`src/rtl/tdc_pkg.sv`:
```
// Shared geometry of the TDC delay line: ring length and TOT tap layout.
package tdc_pkg;

    localparam int NUM_CELLS  = 63;
    localparam int TOT_TAPS   = 21;
    localparam int TOT_STRIDE = 3;
    localparam int TOT_OFFSET = 2;

    // Ring cell index sampled by TOT bit k.
    function automatic int tot_tap_index(input int k);
        return TOT_OFFSET + TOT_STRIDE * k;
    endfunction

endpackage

```
`src/rtl/tdc_edge_capture.sv`:
```
// Rising-edge detector on a synchronous strobe plus a capture register.
// The word presented on data_i at the detecting edge is held until the next rise.
module tdc_edge_capture #(
    parameter int W = 1
) (
    input  logic         clk_i,
    input  logic         rst_i,
    input  logic         strobe_i,
    input  logic [W-1:0] data_i,
    output logic [W-1:0] data_o
);

    logic         prev_q;
    logic [W-1:0] cap_q;
    logic [W-1:0] cap_d;
    logic         rise;

    // A held-high strobe fires once; a low cycle is needed to re-arm.
    assign rise = strobe_i & ~prev_q;

    // Load the snapshot on a strobe rise, otherwise hold.
    always_comb begin
        cap_d = cap_q;
        if (rise) begin
            cap_d = data_i;
        end
    end

    // Previous-strobe and capture state; prev resets low so a strobe already
    // high after reset release counts as a rise.
    always_ff @(posedge clk_i or posedge rst_i) begin
        if (rst_i) begin
            prev_q <= 1'b0;
            cap_q  <= '0;
        end else begin
            prev_q <= strobe_i;
            cap_q  <= cap_d;
        end
    end

    assign data_o = cap_q;

endmodule

```
`src/rtl/tdc_delay_line.sv`:
```
// Cycle-level ETROC2 TDC delay line: a ring of inverting-feedback delay cells
// launched by Start, sampled by the TOA strobe (all cells) and the TOT strobe
// (every third cell). One Clk edge models one cell propagation step.
module tdc_delay_line
    import tdc_pkg::*;
(
    input  logic                 Clk,
    input  logic                 Rst,
    input  logic                 Start,
    input  logic                 TOA_Clk,
    input  logic                 TOT_Clk,
    output logic [NUM_CELLS-1:0] TOARawData,
    output logic [TOT_TAPS-1:0]  TOTRawData,
    output logic                 Counter_Clk
);

    logic [NUM_CELLS-1:0] ring_q;
    logic [NUM_CELLS-1:0] ring_d;
    logic [TOT_TAPS-1:0]  tot_taps;

    // Shift toward the last cell; the inverted last cell re-enters cell 0 only
    // while Start is high, so the ring free-runs with a 2*NUM_CELLS period and
    // drains to zero once Start drops.
    always_comb begin
        ring_d = {ring_q[NUM_CELLS-2:0], Start & ~ring_q[NUM_CELLS-1]};
    end

    // Ring state register.
    always_ff @(posedge Clk or posedge Rst) begin
        if (Rst) begin
            ring_q <= '0;
        end else begin
            ring_q <= ring_d;
        end
    end

    // The last cell is the oscillator output that clocks the coarse counter.
    assign Counter_Clk = ring_q[NUM_CELLS-1];

    // TOT samples a strided subset of the cells.
    for (genvar k = 0; k < TOT_TAPS; k++) begin : g_tot_tap
        assign tot_taps[k] = ring_q[tot_tap_index(k)];
    end

    // Both captures see the pre-shift ring, so coincident strobes agree.
    tdc_edge_capture #(.W(NUM_CELLS)) u_toa_cap (
        .clk_i   (Clk),
        .rst_i   (Rst),
        .strobe_i(TOA_Clk),
        .data_i  (ring_q),
        .data_o  (TOARawData)
    );

    tdc_edge_capture #(.W(TOT_TAPS)) u_tot_cap (
        .clk_i   (Clk),
        .rst_i   (Rst),
        .strobe_i(TOT_Clk),
        .data_i  (tot_taps),
        .data_o  (TOTRawData)
    );

endmodule

```
`config.mk`:
```
export PLATFORM = sky130hd
export DESIGN_NAME = tdc_delay_line
export DESIGN_NICKNAME = d
export VERILOG_FILES = /design/src/rtl/tdc_pkg.sv /design/src/rtl/tdc_edge_capture.sv /design/src/rtl/tdc_delay_line.sv
export SDC_FILE = /design/constraint.sdc
export NUM_CORES = 1
export LEC_CHECK = 0
export BUFFER_PORTS_ARGS = -buffer_cell sky130_fd_sc_hd__clkbuf_2
export CORE_UTILIZATION = 59
export DETAILED_ROUTE_END_ITERATION = 10
export PLACE_DENSITY = 0.84
export SLEW_MARGIN = 10
export SYNTH_ARGS = -nofsm -noshare
export SYNTH_HDL_FRONTEND = slang
export SYNTH_SLANG_ARGS = --single-unit
```
`constraint.sdc`:
```
create_clock -name Clk -period 13.37 [get_ports Clk]
set_input_delay 1.337 -clock Clk [delete_from_list [all_inputs] [get_ports Clk]]
set_output_delay 1.337 -clock Clk [all_outputs]
set_load 0.02 [all_outputs]
```
==> impl_metrics.prom <==
# TYPE chip_impl_metric gauge
chip_impl_metric{name="postCtsSetupRepairBufs",unit=""} 0
chip_impl_metric{name="worstPathMaxFanout",unit=""} 63
chip_impl_metric{name="synthArstFlopShare",unit="%"} 100
chip_impl_metric{name="power.clock.fraction",unit="%"} 44.9
chip_impl_metric{name="antenna-diode-count",unit=""} 0
chip_impl_metric{name="synth_top_area_share",unit="%"} 73.3
chip_impl_metric{name="netlist_instances",unit=""} 246
chip_impl_metric{name="yosysWarnings",unit=""} 0
chip_impl_metric{name="tot_gr_track_use",unit="%"} 20.4
chip_impl_metric{name="mappedNetlistNets",unit=""} 251
chip_impl_info{name="timing.setup.critical_path_class",value="primary input to flop"} 1
chip_impl_metric{name="p_int",unit="W"} 0.000884
chip_impl_metric{name="yosysSeqAreaShare",unit="%"} 73.3
chip_impl_metric{name="ctsLongestPathBuffers",unit=""} 2
chip_impl_info{name="holdCritStartpoint",value="ring_q[45]"} 1
chip_impl_metric{name="min_path_cells",unit=""} 0
chip_impl_metric{name="globalRoute.totalOverflow",unit=""} 0
chip_impl_info{name="ctsRootBufferMaster",value="clkbuf_8"} 1
chip_impl_metric{name="reg2reg_depth",unit=""} 3
chip_impl_metric{name="relSlewSlack",unit="%"} 25.1
chip_impl_metric{name="pin_count_of_the_biggest_net_entering_global_routing",unit=""} 85
chip_impl_info{name="synth_common_cells",value="149 x dfrtp_1, 60 x mux2_4, 24 x mux2_2, 7 x buf_12, 2 x buf_4"} 1
chip_impl_info{name="run_status",value="finished clean"} 1
chip_impl_metric{name="cts_hold_repair.buffers",unit=""} 0
chip_impl_metric{name="mappedNetlistArea",unit="µm²"} 5090
chip_impl_metric{name="boundaryPins",unit=""} 90
chip_impl_metric{name="first_pass_grt_wire_length",unit="mm"} 13.2
chip_impl_metric{name="routed_via_density",unit=""} 5.03
chip_impl_info{name="timing.critical_path.from_type",value="primary input"} 1
chip_impl_metric{name="globalplace.congestion",unit=""} 0.707
chip_impl_metric{name="setup_tns",unit="ns"} 0
chip_impl_metric{name="cts.reportedPaths.clkPinSlew",unit="ns"} 0.06
chip_impl_metric{name="detail_route.wl_per_cell",unit="µm"} 17.5
chip_impl_metric{name="power",unit="W"} 0.00115
chip_impl_metric{name="num-nets-final",unit=""} 353
chip_impl_metric{name="finish.utilization",unit="%"} 74.5
chip_impl_info{name="tritoncts",value="yes"} 1
chip_impl_metric{name="timing_hold_violations_final",unit=""} 0
chip_impl_metric{name="worst-endpoint-arrival",unit="ns"} 2.87
chip_impl_metric{name="cellLeakagePower",unit="nW"} 3.10
chip_impl_metric{name="drt_first_iter_violations",unit=""} 65
chip_impl_metric{name="power_density",unit="nW/µm²"} 186
chip_impl_metric{name="area_growth",unit="%"} 21.6
chip_impl_metric{name="setup_viol",unit=""} 0
chip_impl_metric{name="antenna_left",unit=""} 0
chip_impl_metric{name="power_switching_share",unit="%"} 23.2
chip_impl_info{name="grt_setup_unrepaired",value="false"} 1
chip_impl_metric{name="drt_first_pass_iters",unit=""} 4
chip_impl_metric{name="period_minus_slack",unit="ns"} 2.48
chip_impl_info{name="r2r-start",value="u_toa_cap.prev_q"} 1
chip_impl_metric{name="finalClockSkew",unit="ns"} 0.00914
chip_impl_info{name="synth_ff_type",value="dfrtp_1"} 1
chip_impl_metric{name="fp-row-count",unit=""} 33
chip_impl_metric{name="fin_crit_sh",unit="%"} 18.5
chip_impl_metric{name="timing.fmax",unit="MHz"} 404
chip_impl_info{name="synth_top_cells_by_area",value="dfrtp_1 73%, mux2_4 18%, mux2_2 5.3%, buf_12 2.8%, buf_4 0.30%"} 1
chip_impl_metric{name="fp.dieH",unit="µm"} 94.9
chip_impl_metric{name="number_of_max_slew_violations_in_the_final_report",unit=""} 0
chip_impl_metric{name="detailroute.via_count",unit=""} 2341
chip_impl_metric{name="cts-buffers-inserted",unit=""} 17
chip_impl_metric{name="post-dp-hpwl",unit="mm"} 4.69
chip_impl_metric{name="port-buffer-count",unit=""} 89
chip_impl_metric{name="power.ir.vdd_worst",unit="V"} 0.000115
chip_impl_metric{name="worst-slew-pin-transition",unit="ns"} 1.12
chip_impl_metric{name="drcViolationCount",unit=""} 0
chip_impl_metric{name="share_seq_of_total_power",unit="%"} 44.3
chip_impl_info{name="worst_setup_path_startpoint",value="TOA_Clk"} 1
chip_impl_metric{name="initial_utilization",unit="%"} 61.3
chip_impl_info{name="hold_path.class",value="flop to flop"} 1
chip_impl_info{name="end_kind",value="flop"} 1
chip_impl_info{name="synth.largest_area_cell",value="dfrtp_1"} 1
chip_impl_metric{name="core_area",unit="µm²"} 8300
chip_impl_metric{name="yosys_register_bits",unit=""} 149
chip_impl_metric{name="htree_levels",unit=""} 4
chip_impl_metric{name="drive_above_1_share",unit="%"} 57.8
chip_impl_metric{name="totalWireLength",unit="mm"} 8.15
chip_impl_metric{name="clock_latency",unit="ns"} 0.50
chip_impl_metric{name="maxCapViolCount",unit=""} 0
chip_impl_metric{name="syn_area_per_cell",unit="µm²"} 20.7
chip_impl_metric{name="die_area",unit="µm²"} 9000
chip_impl_metric{name="chipWidth",unit="µm"} 94.9
chip_impl_metric{name="grt_pass1_vias",unit=""} 2533
chip_impl_metric{name="netSwitchingPower",unit="W"} 0.000267
chip_impl_metric{name="combinationalPowerShare",unit="%"} 10.8
chip_impl_info{name="yosysMostFrequentCell",value="dfrtp_1"} 1
chip_impl_metric{name="synth_enable_flop_cells",unit=""} 0
chip_impl_metric{name="timing.critical_path.required",unit="ns"} 13.76
chip_impl_metric{name="count_of_unique_library_cells_instantiated_by_yosys",unit=""} 9
chip_impl_metric{name="grt_antenna_before_repair",unit=""} 0
chip_impl_metric{name="clkSinkCount",unit=""} 149
chip_impl_metric{name="post_cts_resize_count",unit=""} 0
==> logic make-up after synthesis <==
| logic type | share of synthesized area [%] |
|---|---|
| buffers and inverters | 3.12 |
| and+or+nand+nor | 0.566 |
| DFF | 73.3 |
| muxes | 23.0 |
==> layer usage <==
layer	up-vias	wire [µm]	track usage, %
met3	8	414	7.09
met1	1217	3840	28.0
li1	1043	-	-
met5	-	0	0
met2	73	3820	30.3
met4	0	73	7.95
==> power groups by stage <==
stage	Sequential [W]	Combinational (W)	Clock (W)
4_1_cts	0.000510	0.000126	0.000528
5_1_grt	0.000514	0.000134	0.000546
2_1_floorplan	0.000547	0.0000575	0
3_3_place_gp	0.000516	0.000123	0
3_5_place_dp	0.000517	0.000126	0
6_report	0.000510	0.000124	0.000517
==> cells in the final DEF (no fill, tap or decap) <==
cell        instances
clkinvlp_4          1
buf_4               3
mux2_4             60
inv_6               2
clkinv_2            1
clkbuf_16          16
mux2_2             24
clkinv_4            3
clkbuf_1            2
dfrtp_1           149
nor2b_2             1
clkbuf_8            1
clkbuf_2           89
nor2b_1             1
nor2b_4             1
bufinv_16           6
==> critical path, stage by stage <==
cell and delay [ns]:
clkbuf_2 0.09, nor2b_4 0.12, buf_4 0.86, mux2_2 0.42
==> path summary, 6_finish.rpt <==
kind	to	slack [ns]
min	ring_q[46]	0.37
max reg2reg	u_toa_cap.data_o[60]	11.44
min reg2reg	ring_q[46]	0.37
max	u_toa_cap.data_o[60]	10.89
min in group asynchronous	ring_q[3]	0.89
max in group asynchronous	u_toa_cap.data_o[43]	11.05
==> state kept, by name, summed over array words and instances (netlist names) <==
signal            cells
ring_q               63
u_toa_cap.data_o     63
u_toa_cap.prev_q      1
u_tot_cap.data_o     21
u_tot_cap.prev_q      1
==> through the flow <==
step / std cells / area (µm²) / setup slack (ns) / hold slack, ns
after floorplan: 246 / 5090 / 8.02 / 0.349
after global placement: 434 / 5540 / 10.39 / 0.355
after detailed placement: 434 / 5540 / 10.37 / 0.359
after CTS: 465 / 6190 / 10.88 / 0.373
after global routing: 465 / 6190 / 10.71 / 0.373
final: 465 / 6190 / 10.89 / 0.370
==> area by class of cell <==
type | count | area [µm²]
inverters | 1 | 8.76
well taps | 105 | 131
repair buffers | 92 | 468
flip-flops and latches | 149 | 3730
fillers | 504 | 2110
multi-input cells | 87 | 1200
clock buffers | 19 | 422
clock inverters | 12 | 228
No activity file was read; power rests on OpenSTA's default activity.
